[src/rtl/ternary_pkg.sv]
// Shared trit encodings and converter state for the ternary datapath.
// Trits are binary-coded in two bits; 2'b11 is never a legal value.
package ternary_pkg;

   localparam logic [1:0] TRIT_0   = 2'b00;
   localparam logic [1:0] TRIT_1   = 2'b01;
   localparam logic [1:0] TRIT_2   = 2'b10;
   localparam logic [1:0] TRIT_BAD = 2'b11;

   typedef enum logic [1:0] {
      IDLE,
      CONV,
      DONE
   } state_e;

endpackage

[src/rtl/div3_comb.sv]
// Combinational divide-by-3: MSB-first restoring remainder chain.
// Remainder stays in {0,1,2}, so rem_o is always a legal trit.
module div3_comb #(
   parameter int WIDTH = 8
) (
   input  logic [WIDTH-1:0] q_i,
   output logic [WIDTH-1:0] quot_o,
   output logic [1:0]       rem_o
);

   always_comb begin
      logic [1:0] r;
      logic [2:0] s;
      r      = 2'd0;
      s      = 3'd0;
      quot_o = '0;
      for (int i = WIDTH - 1; i >= 0; i--) begin
         s         = {r, q_i[i]};
         quot_o[i] = (s >= 3'd3);
         r         = (s >= 3'd3) ? 2'(s - 3'd3) : s[1:0];
      end
      rem_o = r;
   end

endmodule

[src/rtl/bin_to_trits.sv]
// Sequential binary-to-trit encoder, one trit per cycle, LS trit first.
// Valid/ready on both sides; results held until the out handshake.
module bin_to_trits
   import ternary_pkg::*;
#(
   parameter int WIDTH = 8,
   parameter int TRITS = 6
) (
   input  logic                 clk,
   input  logic                 rst_n,
   input  logic                 in_valid,
   output logic                 in_ready,
   input  logic [WIDTH-1:0]     in_data,
   output logic                 out_valid,
   input  logic                 out_ready,
   output logic [2*TRITS-1:0]   out_trits,
   output logic                 out_ovf
);

   localparam int KW = (TRITS > 1) ? $clog2(TRITS) : 1;
   localparam logic [KW-1:0] K_LAST = KW'(TRITS - 1);

   generate
      if (TRITS < 1 || WIDTH < 2) begin : g_bad_params
         $error("bin_to_trits: need TRITS>=1 and WIDTH>=2");
      end
   endgenerate

   state_e             state_q, state_d;
   logic [WIDTH-1:0]   quo_q, quo_d;
   logic [KW-1:0]      k_q, k_d;
   logic [2*TRITS-1:0] trits_q, trits_d;
   logic               ovf_q, ovf_d;

   logic [WIDTH-1:0]   quot;
   logic [1:0]         rem;

   div3_comb #(
      .WIDTH (WIDTH)
   ) u_div3 (
      .q_i    (quo_q),
      .quot_o (quot),
      .rem_o  (rem)
   );

   always_comb begin
      state_d = state_q;
      quo_d   = quo_q;
      k_d     = k_q;
      trits_d = trits_q;
      ovf_d   = ovf_q;
      unique case (state_q)
         IDLE: begin
            if (in_valid) begin
               quo_d   = in_data;
               k_d     = '0;
               trits_d = '0;
               ovf_d   = 1'b0;
               state_d = CONV;
            end
         end
         CONV: begin
            quo_d = quot;
            k_d   = k_q + KW'(1);
            for (int i = 0; i < TRITS; i++) begin
               if (k_q == KW'(i)) begin
                  trits_d[2*i +: 2] = rem;
               end
            end
            // Leftover quotient after the last trit means the value did not fit.
            if (k_q == K_LAST) begin
               k_d     = '0;
               ovf_d   = |quot;
               state_d = DONE;
            end
         end
         DONE: begin
            if (out_ready) begin
               state_d = IDLE;
            end
         end
         default: begin
            state_d = IDLE;
         end
      endcase
   end

   always_ff @(posedge clk or negedge rst_n) begin
      if (!rst_n) begin
         state_q <= IDLE;
         quo_q   <= '0;
         k_q     <= '0;
         trits_q <= '0;
         ovf_q   <= 1'b0;
      end else begin
         state_q <= state_d;
         quo_q   <= quo_d;
         k_q     <= k_d;
         trits_q <= trits_d;
         ovf_q   <= ovf_d;
      end
   end

   assign in_ready  = (state_q == IDLE);
   assign out_valid = (state_q == DONE);
   assign out_trits = trits_q;
   assign out_ovf   = ovf_q;

endmodule
[config.mk]
export PLATFORM = sky130hd
export DESIGN_NAME = bin_to_trits
export DESIGN_NICKNAME = d
export VERILOG_FILES = /design/src/rtl/ternary_pkg.sv /design/src/rtl/div3_comb.sv /design/src/rtl/bin_to_trits.sv
export SDC_FILE = /design/constraint.sdc
export NUM_CORES = 1
export LEC_CHECK = 0
export BUFFER_PORTS_ARGS = -buffer_cell sky130_fd_sc_hd__buf_2
export CORE_ASPECT_RATIO = 0.8
export CORE_UTILIZATION = 40
export DETAILED_ROUTE_END_ITERATION = 6
export GPL_ROUTABILITY_DRIVEN = 0
export SKIP_LAST_GASP = 1
export SYNTH_ARGS = -nofsm -noshare
export SYNTH_HDL_FRONTEND = slang
export SYNTH_SLANG_ARGS = --single-unit
[constraint.sdc]
create_clock -name clk -period 5.4 [get_ports clk]
set_input_delay 1.08 -clock clk [delete_from_list [all_inputs] [get_ports clk]]
set_output_delay 1.08 -clock clk [all_outputs]
set_load 0.05 [all_outputs]
After elaboration in Yosys (flattened, before gate mapping)

Index checks and enable logic that the tools add are counted.

$add $sub $neg: 8
Magnitude comparators: 7
Equal/unequal tests: 15
Muxes and demuxes: 27
Reduce and logical (&&, ||, !) cells: 12

Operators by type and width:

| cell                                                                    | count |
|---|---|
| 2-bit two-way mux                                                       | 16 |
| 12-bit one-hot mux with 2 select lines                                  | 1 |
| 3-bit AND reduction                                                     | 7 |
| 3-bit by 2-bit >= comparator with 1-bit output, second input constant   | 6 |
| 8-bit one-hot mux with 2 select lines                                   | 1 |
| 2-bit inequality test, second input constant                            | 7 |
| 2-bit subtractor, second input constant                                 | 7 |
| 12-bit two-way mux                                                      | 1 |
| 8-bit two-way mux                                                       | 1 |
| 7-bit OR reduction                                                      | 1 |
| 3-bit by 2-bit == test with 1-bit output, second input constant         | 2 |
| 3-bit == test, second input constant                                    | 2 |
| 3-bit two-way mux                                                       | 2 |
| 2-bit one-hot mux with 3 select lines                                   | 1 |
| 3-bit one-hot mux with 2 select lines                                   | 1 |
| 3-bit by 1-bit adder with 3-bit output, second input constant           | 1 |
| 3-bit by 1-bit == test with 1-bit output, second input constant         | 1 |
| 3-bit zero test                                                         | 1 |
| 2-bit by 1-bit == test with 1-bit output, second input constant         | 1 |
| 2-bit == test, second input constant                                    | 1 |
| 2-bit >= comparator, second input constant                              | 1 |
| 2-bit zero test                                                         | 1 |
| 1-bit two-way mux                                                       | 2 |
| 2-bit by 1-bit inequality test with 1-bit output, second input constant | 1 |
| other kinds (3)                                                         | 3 |

Register bits: 26
Input port bits: 12
Output and inout bits: 15
Logic and storage cells: 79

Logic depth before layout (Yosys ltp)

Depth after elaboration: 16
Depth in mapped cells: 30
Depth with buffers taken out: 29

Modules after synthesis

A second synthesis with hierarchy kept.

Cell total of the unflattened synthesis: 222
Area, all modules: 1980.6 µm²

By module, submodules not included:

| module       | times used | cells each | area an instance (µm²) | sequential area each (µm²) |
|---|---|---|---|---|
| bin_to_trits | 1          | 136        | 1373.8                 | 650.6 |
| div3_comb    | 1          | 86         | 606.8                  | 0.0 |

Worst setup path before layout

Ideal clock, no wire load.

Path type: reg-to-reg
Start: register quo_q[6]
End: register trits_q[11] (netlist: out_trits[11])
Setup time: 132 ps
Arrival time: 5617 ps
Required time: 5268 ps
Path slack: -348 ps
Stages on the path, launching flop included: 28
Path buffers: 1
Clock period less this slack: 5748 ps
Cells stage by stage: dfrtp_1 > inv_1 > nor2_1 > ha_1 > or2_4 > or3_4 > and2_1 > ha_1 > or3_1 > nor2_1 > a21oi_1 > ha_1 > o31a_1 > o31ai_1 > ha_1 > a31o_2 > or2_1 > buf_2 > a21oi_1 > ha_1 > or2_2 > nor2_1 > mux2i_4 > mux2i_1 > ha_1 > nor3_1 > o32ai_4 > o21ai_1

Longest elaborated chain between the ends: 16
Elaborated cells between the ends (all ways): 23
Classes of those cells: add/sub: 7; order compare: 7; mux: 9

Ends and longest elaborated chain:

| item                                                                                      | RTL line           | source |
|---|---|---|
| start: declaration                                                                        | bin_to_trits.sv:30 | `logic [WIDTH-1:0] quo_q, quo_d;` |
| start signal: assignment                                                                  | bin_to_trits.sv:97 | `quo_q <= quo_d;` |
| 2-bit subtractor / 2-bit >= comparator (equally long branches)                            | div3_comb.sv:20    | `r = (s >= 3'd3) ? 2'(s - 3'd3) : s[1:0];` |
| 2-bit two-way mux *                                                                       | div3_comb.sv:20    |  |
| 3-bit by 2-bit >= comparator with 1-bit output / 2-bit subtractor (equally long branches) | div3_comb.sv:20    |  |
| 2-bit two-way mux *                                                                       | div3_comb.sv:20    |  |
| 3-bit by 2-bit >= comparator with 1-bit output / 2-bit subtractor (equally long branches) | div3_comb.sv:20    |  |
| 2-bit two-way mux *                                                                       | div3_comb.sv:20    |  |
| 3-bit by 2-bit >= comparator with 1-bit output / 2-bit subtractor (equally long branches) | div3_comb.sv:20    |  |
| 2-bit two-way mux *                                                                       | div3_comb.sv:20    |  |
| 3-bit by 2-bit >= comparator with 1-bit output / 2-bit subtractor (equally long branches) | div3_comb.sv:20    |  |
| 2-bit two-way mux *                                                                       | div3_comb.sv:20    |  |
| 3-bit by 2-bit >= comparator with 1-bit output / 2-bit subtractor (equally long branches) | div3_comb.sv:20    |  |
| 2-bit two-way mux *                                                                       | div3_comb.sv:20    |  |
| 3-bit by 2-bit >= comparator with 1-bit output / 2-bit subtractor (equally long branches) | div3_comb.sv:20    |  |
| 2-bit two-way mux *                                                                       | div3_comb.sv:20    |  |
| 2-bit two-way mux *                                                                       | bin_to_trits.sv:66 | `if (k_q == KW'(i)) begin` |
| 12-bit one-hot mux with 2 select lines *                                                  | bin_to_trits.sv:52 | `unique case (state_q)` |
| end signal: assignment                                                                    | bin_to_trits.sv:99 | `trits_q <= trits_d;` |
| end: declaration                                                                          | bin_to_trits.sv:32 | `logic [2*TRITS-1:0] trits_q, trits_d;` |

Every way passes the cells marked *; elsewhere a longest branch is shown, timed or not. The select of a mux whose other input is x is not followed.
A chain may end at the register's enable or synchronous reset.

Final worst setup path

Start: register quo_q[6]
End: register trits_q[9] (netlist: out_trits[9])

Same word-level chain as after synthesis.

==> results.sh <==
export IMPL_rsz0062_at_grt="true"
export IMPL_ys_seq_area_share_pct=36.4
export IMPL_fmax_mhz=184
export IMPL_antenna_found_initial=0
export IMPL_start_util_pct=42.2
export IMPL_setup_viol=5
export IMPL_vias=1749
export IMPL_tns_ns=-0.100
export IMPL_slew_headroom_pct=40.3
export IMPL_ys_ff_latch=26
export IMPL_worst_path_max_fanout=6
export IMPL_drv_slew=0
export IMPL_nets=279
export IMPL_die_h_um=61.8
export IMPL_regToRegSetupSlack_ns=-0.03
export IMPL_worst_slew_pin_slew_ns=0.896
export IMPL_path_class="flip-flop to flip-flop"
export IMPL_synth_nets=237
export IMPL_clockRootBuffer="clkbuf_8"
export IMPL_placed_cell_area_um2=2110
export IMPL_hold_class="flip-flop to flip-flop"
export IMPL_ys_async_sr_fraction_pct=100
export IMPL_cp_end_kind="flip-flop"
export IMPL_totalWireLength_um=4690
export IMPL_violations="setup timing"
export IMPL_yosys_warnings=0
export IMPL_ios=27
export IMPL_grt_pass1_vias=1562
export IMPL_syn_instance_count=217
export IMPL_timing_hold_ws_ns=0.481
export IMPL_cts_reportedPaths_clkPinSlew_ns=0.09
export IMPL_cts_inserted_buffers=3
export IMPL_status="complete, but fails checks"
export IMPL_die_area_um2=4740
export IMPL_htree_levels=1
export IMPL_critPathLaunch="quo_q[6]$_DFFE_PN0P_"
export IMPL_buffer_ports_inserted=26
export IMPL_avgRoutedWirePerCell_um=14.9
export IMPL_die_w_um=76.7
export IMPL_fin_ws_ns=-0.0260
export IMPL_cts_sinks=26
export IMPL_r2r_start="quo_q[6]$_DFFE_PN0P_"
export IMPL_drc_errors=0
export IMPL_post_route_min_period_ns=5.43
export IMPL_synth_edf_count=0
export IMPL_grt_max_degree=29
export IMPL_worstHoldStart="out_trits[3]$_DFFE_PN0P_"
export IMPL_grt_pass1_wl_um=7670
export IMPL_num_rows=21
export IMPL_dr_pass1_iters=4
export IMPL_netlist_area_um2=1790
export IMPL_skew_ns=0.00738
export IMPL_hold_violations=0
export IMPL_min_period_over_period_pct=100
export IMPL_critical_path_arrival_ns=5.57
export IMPL_vias_per_cell=5.55
export IMPL_drive_above_1_share_pct=35.7
export IMPL_final_cell_mix="buf_2 (26), dfrtp_1 (26), nand2_1 (24), buf_4 (21)"
export IMPL_clk_path_buf_depth=2
export IMPL_clock_latency_ns=0.27
export IMPL_tritoncts="done"
export IMPL_overflow=0
export IMPL_place_detailed_hpwl_um=3270
export IMPL_synthFlopType="dfrtp_1"
export IMPL_first_iter_violations=54
export IMPL_final_area_um2=2340
export IMPL_grtUsageTotal_pct=20.8
export IMPL_synth_avg_cell_area_um2=8.23
export IMPL_design_core_area_um2=4230
export IMPL_ant_nets=0
export IMPL_syn_to_final_growth_pct=30.9
export IMPL_maxCapViolCount=0
export IMPL_n_antenna_cell=0
export IMPL_crit_path_start_kind="flip-flop"
export IMPL_ys_types=49
export IMPL_cp_required_ns=5.55
## metrics by stage
step,worst slack [ns],util [%],cells
2_1_floorplan,-0.00487,-,217
4_1_cts,0.00758,52.1,310
5_1_grt,-0.286,55.3,315
6_report,-0.0260,55.3,315
3_3_place_gp,0.0444,49.9,303
3_5_place_dp,-0.0747,49.9,303
## flip-flops by register name (all words and copies together) (netlist names)
register,cells
state_q,2
quo_q,8
out_trits,12
out_ovf,1
k_q,3
## kinds of logic (layout without fill, tap and decap cells)
logic type | Yosys count | count (layout) | share of synthesized area [%]
AOI/OAI and AO/OA | 77 | 77 | 28.4
adders and majority gates | 8 | 8 | 5.60
buffers and inverters | 22 | 63 | 4.76
and+or+nand+nor | 81 | 81 | 22.1
DFF | 26 | 26 | 36.4
muxes | 3 | 3 | 2.66
## worst paths after layout
path / end / cells past startpoint
max in group asynchronous: quo_q[0]$_DFFE_PN0P_ / 1
worst max register to register: out_trits[9]$_DFFE_PN0P_ / 27
worst min register to register: out_trits[3]$_DFFE_PN0P_ / 2
min in group asynchronous: out_trits[2]$_DFFE_PN0P_ / 1
worst max-delay path: out_trits[9]$_DFFE_PN0P_ / 27
worst min-delay path: out_trits[3]$_DFFE_PN0P_ / 2
## layout make-up
type / count / area [um^2]
fillers: 387 / 1890
multi-input cells: 169 / 1200
flip-flops and latches: 26 / 651
repair buffers: 48 / 299
well taps: 57 / 71.3
clock buffers: 3 / 41.3
inverters: 11 / 41.3
clock inverters: 1 / 30.0
## cells in the mapped netlist (all sizes together), types with 3 or more instances
library cell / instances / area (um^2)
nand3: 5 / 25.0
nand2: 24 / 90.1
o22a: 3 / 36.3
a21oi: 19 / 95.1
dfrtp: 26 / 651
or2: 5 / 33.8
nor2: 21 / 78.8
a21o: 3 / 22.5
ha: 8 / 100
a22oi: 3 / 22.5
o21ai: 28 / 140
clkbuf: 9 / 33.8
and3: 4 / 25.0
o22ai: 3 / 18.8
or3: 4 / 30.0
inv: 11 / 41.3
nor3: 6 / 30.0
## critical path, stage by stage (launching register included)
cell	delay (ns)
dfrtp_1	0.40
inv_2	0.07
nor2_2	0.04
ha_2	0.19
or2_4	0.26
or3_4	0.39
and2_4	0.18
ha_4	0.16
a2111o_1	0.42
a21oi_2	0.16
ha_2	0.22
nor2_2	0.04
nand3_1	0.07
o21ai_1	0.09
a22oi_2	0.17
o31ai_4	0.11
ha_2	0.21
a31o_4	0.23
or2_1	0.26
a21oi_2	0.17
ha_2	0.24
or2_4	0.17
o22ai_4	0.06
mux2i_1	0.14
ha_2	0.28
nor3_4	0.06
o32ai_4	0.44
o21ai_1	0.11
## routing by layer
metal  GRT usage [%]  part of all wire, %
met4            4.40                 0.60
met5               0                    0
met3            3.36                  3.7
met2            35.6                   45
met1            28.3                   50
## timing repair
item | CTS | global route
resized for setup | 0 | 23
setup buffers | 3 | 6
pin swaps | 8 | 22
hold buffers | 0 | 0
cloned | 0 | 0
setup endpoints to repair | 12 | 14
Power is left out: the tool's default activity adds up to more than one toggle a clock period on the data nets, which glitch-free logic cannot reach.
